File: src/rtl/counter_share_arbiter_pkg.sv
// Shared constants and helpers for the counter_share_arbiter slice.
package counter_share_arbiter_pkg;

    localparam logic OP_UP   = 1'b0;
    localparam logic OP_DOWN = 1'b1;

    // Index width for an N-entry vector; callers guarantee n >= 2.
    function automatic int unsigned clog2(input int unsigned n);
        int unsigned r;
        int unsigned v;
        r = 0;
        v = 1;
        while (v < n) begin
            v = v << 1;
            r++;
        end
        return r;
    endfunction

endpackage

File: src/rtl/counter_share_arbiter_rr_arbiter.sv
// Combinational round-robin picker: first eligible index at or after i_ptr, with wrap.
module rr_arbiter
    import counter_share_arbiter_pkg::*;
#(
    parameter int unsigned N = 4
) (
    input  logic [N-1:0]          i_elig,
    input  logic [clog2(N)-1:0]   i_ptr,
    output logic [N-1:0]          o_onehot,
    output logic [clog2(N)-1:0]   o_idx,
    output logic                  o_any
);

    localparam int unsigned IW = clog2(N);

    logic [IW-1:0] w_cand;

    always_comb begin
        o_onehot = '0;
        o_idx    = '0;
        o_any    = 1'b0;
        w_cand   = '0;
        for (int unsigned k = 0; k < N; k++) begin
            w_cand = IW'((32'(i_ptr) + k) % N);
            if (!o_any && i_elig[w_cand]) begin
                o_any            = 1'b1;
                o_idx            = w_cand;
                o_onehot[w_cand] = 1'b1;
            end
        end
    end

endmodule

File: src/rtl/counter_share_arbiter.sv
// Saturating up/down credit counter shared between N_REQ requesters via round-robin grants.
module counter_share_arbiter
    import counter_share_arbiter_pkg::*;
#(
    parameter int unsigned N_REQ = 4,
    parameter int unsigned WIDTH = 5
) (
    input  logic                      i_clk,
    input  logic                      i_rst,
    input  logic [N_REQ-1:0]          i_req,
    input  logic [N_REQ-1:0]          i_op,
    input  logic                      i_load,
    input  logic [WIDTH-1:0]          i_load_val,
    output logic [N_REQ-1:0]          o_gnt,
    output logic                      o_gnt_vld,
    output logic [clog2(N_REQ)-1:0]   o_gnt_id,
    output logic [WIDTH-1:0]          o_count,
    output logic                      o_high,
    output logic                      o_low
);

    localparam int unsigned IW = clog2(N_REQ);

    logic [WIDTH-1:0] r_count;
    logic [N_REQ-1:0] r_gnt;
    logic             r_gnt_vld;
    logic [IW-1:0]    r_gnt_id;
    logic [IW-1:0]    r_ptr;

    logic [N_REQ-1:0] w_elig;
    logic [N_REQ-1:0] w_onehot;
    logic [IW-1:0]    w_idx;
    logic             w_any;
    logic [IW-1:0]    w_ptr_nxt;
    logic             w_high;
    logic             w_low;

    assign w_high = (r_count == '1);
    assign w_low  = (r_count == '0);

    // Saturation is enforced here: a request that would wrap the count is never eligible.
    always_comb begin
        w_elig = '0;
        for (int unsigned i = 0; i < N_REQ; i++) begin
            w_elig[i] = i_req[i] && ((i_op[i] == OP_DOWN) ? !w_low : !w_high);
        end
    end

    rr_arbiter #(.N(N_REQ)) u_rr (
        .i_elig   (w_elig),
        .i_ptr    (r_ptr),
        .o_onehot (w_onehot),
        .o_idx    (w_idx),
        .o_any    (w_any)
    );

    assign w_ptr_nxt = (w_idx == IW'(N_REQ - 1)) ? '0 : w_idx + 1'b1;

    always_ff @(posedge i_clk) begin
        if (i_rst) begin
            r_count   <= '0;
            r_gnt     <= '0;
            r_gnt_vld <= 1'b0;
            r_gnt_id  <= '0;
            r_ptr     <= '0;
        end else if (i_load) begin
            r_count   <= i_load_val;
            r_gnt     <= '0;
            r_gnt_vld <= 1'b0;
        end else if (w_any) begin
            r_gnt     <= w_onehot;
            r_gnt_vld <= 1'b1;
            r_gnt_id  <= w_idx;
            r_ptr     <= w_ptr_nxt;
            r_count   <= (i_op[w_idx] == OP_DOWN) ? r_count - 1'b1 : r_count + 1'b1;
        end else begin
            r_gnt     <= '0;
            r_gnt_vld <= 1'b0;
        end
    end

    assign o_gnt     = r_gnt;
    assign o_gnt_vld = r_gnt_vld;
    assign o_gnt_id  = r_gnt_id;
    assign o_count   = r_count;
    assign o_high    = w_high;
    assign o_low     = w_low;

endmodule
File: config.mk
export PLATFORM = sky130hd
export DESIGN_NAME = counter_share_arbiter
export DESIGN_NICKNAME = d
export VERILOG_FILES = /design/src/rtl/counter_share_arbiter_pkg.sv /design/src/rtl/counter_share_arbiter_rr_arbiter.sv /design/src/rtl/counter_share_arbiter.sv
export SDC_FILE = /design/constraint.sdc
export NUM_CORES = 1
export LEC_CHECK = 0
export BUFFER_PORTS_ARGS = -buffer_cell sky130_fd_sc_hd__buf_4
export CAP_MARGIN = 30
export CORE_MARGIN = 8
export CORE_UTILIZATION = 52
export DETAILED_ROUTE_END_ITERATION = 8
export HOLD_SLACK_MARGIN = 0.05
export PLACE_DENSITY = 0.78
export SYNTH_ARGS = -nofsm -noshare
export SYNTH_HDL_FRONTEND = slang
export SYNTH_HIERARCHICAL = 1
export SYNTH_SLANG_ARGS = --single-unit
File: constraint.sdc
create_clock -name i_clk -period 5.1 [get_ports i_clk]
set_input_delay 0.51 -clock i_clk [delete_from_list [all_inputs] [get_ports i_clk]]
set_output_delay 0.51 -clock i_clk [all_outputs]
set_load 0.02 [all_outputs]
==> flow_summary.ini <==
[outcome]
outcome = finished, final reports clean

[timing]
finalCritPeriodShare_pct = 89.6
worst_slew_pin_slew_ns = 0.591
final-setup-viol-count = 0
whs_ns = 0.457
drv_slew = 0
slew_headroom_pct = 60.3
min_period_ns = 4.57
max_freq_mhz = 219
rsz0062_at_grt = no
fin_skew_ns = 0.0145
hold_viol = 0
setup_tns_ns = 0

[worst_hold_path]
min_path_type = flop to flop

[global_routing]
grt_max_degree = 15
met1_usage_pct = 14.4
busiest_layer = met2
grt_pass1_vias = 993
grt_pass1_wl_um = 4410
gr-total-overflow = 0
grt_use_total_pct = 12.9
use_met3_pct = 1.57
grt_use_met2_pct = 23.0
grt_antenna_before_repair = 0

[synth]
yosys_register_bits = 14
seq_area_frac_synth_pct = 23.5
syn_nets = 154
synth_cells = 128
syn_area_um2 = 1190
synthArstFlopShare_pct = 0
synth_cell_type_count = 43
synth-edff-count = 0
synth-warning-count = 6
postSynthAreaPerCell_um2 = 9.33
ys.flop_type = dfxtp_1

[die]
core_area_um2 = 2190
start_util_pct = 54.5
rows = 17
die-height_um = 63.9
die_x_um = 63.9
pin_count = 30
die-area_um2 = 4080

[clock_tree]
root_buffer = clkbuf_4
cts_tree = yes
postCtsSetupBuffers = 0
cts_sinks = 14
clkTransAtPathRegs_ns = 0.09
cts-buffers-inserted = 3
clkLatencyLatePin_ns = 0.28
cts-hold-fix-buffers = 0
cts_resized = 0
htreeDepth = 1
clockBufferDepth = 2

[power_and_ir_drop]
p_leak_nw = 0.640
powerDensity_nw_per_um2 = 696
power.total_mw = 0.992
ir_drop_mv = 0.470

[route]
remaining_drc_errors = 0
routedWlPerCell_um = 14.7
wirelength_um = 2690
antenna_left = 0
drt_iter0_drc = 38
num_vias = 1066
dr.pass1.iters = 4
via_per_inst = 5.83

[setup_path]
critPathArrivalTime_ns = 4.75
worstPathCellList = or4_1 > nor2_2 > nand2_1 > o211a_1 > mux4_1 > inv_1 > a21oi_1 > o31ai_1 > mux4_2 > fa_1 > a21o_1 > a21oi_1 > xnor3_1 > o2bb2ai_1
startpoint_type = flop
cp-end-kind = flop
cpPeakStageDelay_ns = 0.67
required_ns = 5.28
crit_slowest_cell = mux4_2
critPathKind = flop to flop
path_max_fanout = 6
cp_common_cell = a21oi_1

[layout]
fin_nets = 182
final_common_cell = buf_4
layout_common_cells = buf_4 (29), dfxtp_1 (14), a21oi_1 (13), nand2_1 (12), nor2_1 (10)
area_growth_pct = 19.5
seq_area_um2 = 280
diodes = 0
drive_gt1_share_pct = 27.7
instances_no_fill = 183
nFillCells = 185
multi_input_area_um2 = 838

[placed_design]
place_inst = 179
portBuffers = 29
hpwl_um = 2120
globalplace.congestion = 0.762

[flow_run]
maxCapViolations = 0
==> metal layers <==
| layer | share of wire [%] | up-vias | routed length (um) |
|---|---|---|---|
| li1 | - | 531 | - |
| met1 | 42 | 508 | 1140 |
| met2 | 52 | 23 | 1400 |
| met3 | 3.5 | 4 | 95 |
| met4 | 2.1 | 0 | 57 |
| met5 | 0 | - | 0 |
==> cell families (layout without fill, tap and decap cells) <==
kind of cell | after synthesis | count (layout) | synth area share, %
simple gates | 42 | 42 | 19.8
buf+inv | 11 | 38 | 6.29
fa+ha+maj | 10 | 10 | 11.1
xor+xnor | 3 | 3 | 3.35
flops | 14 | 14 | 23.5
mux | 10 | 10 | 14.6
compound gates | 38 | 38 | 21.4
==> layout make-up <==
cell class	instances	area share, %
Clock buffer	4	2.54
Inverter	5	1.32
Timing Repair Buffer	29	15.3
Tap cell	28	2.46
Sequential cell	14	19.6
Multi-Input combinational cell	103	58.8
==> path summary, 6_finish.rpt <==
check | startpoint | end | slack [ns] | depth (start not counted)
min reg2reg | o_gnt_id[0] | o_gnt_id[0] | 0.46 | 2
max | o_count[0] | o_count[4] | 0.53 | 14
min | o_gnt_id[0] | o_gnt_id[0] | 0.46 | 2
max reg2reg | o_count[0] | o_count[4] | 0.53 | 14
==> sequential cells by signal, indices dropped and copies added, names as in the netlist <==
| register | flops |
|---|---|
| o_count | 5 |
| o_gnt_id | 2 |
| o_gnt_vld | 1 |
| r_ptr | 2 |
| o_gnt | 4 |
==> stage by stage <==
step | utilization (%) | area (um^2) | setup slack (ns)
global placement | 63.4 | 1390 | 0.710
finish | 65.1 | 1430 | 0.529
detailed placement | 63.4 | 1390 | 0.580
global route | 65.1 | 1430 | 0.301
floorplan | - | 1190 | 0.601
CTS | 65.1 | 1430 | 0.546
==> power breakdown <==
part / internal [mW] / switching [mW]
Combinational: 0.342 / 0.378
Sequential: 0.144 / 0.0492
Clock: 0.0434 / 0.0351
==> cells in the mapped netlist, types with 3 or more instances <==
cell type	n	share of area, %
buf_6	3	2.8
and2_1	4	2.1
mux4_2	3	5.7
inv_1	5	1.6
ha_1	9	9.4
nand2_1	12	3.8
a22oi_1	8	5.0
nor2_1	10	3.1
dfxtp_1	14	23
o21ai_0	5	2.1
o211a_1	4	3.4
a21oi_1	13	5.5
==> critical path: cells and delay by family, from the launching register on <==
kind / cells / cell delay, ns
mux: 2 / 1.28
compound gates: 6 / 1.19
simple gates: 3 / 0.82
fa+ha+maj: 1 / 0.44
flops: 1 / 0.38
xor+xnor: 1 / 0.22
buf+inv: 1 / 0.12
No activity file was read; power rests on OpenSTA's default activity.
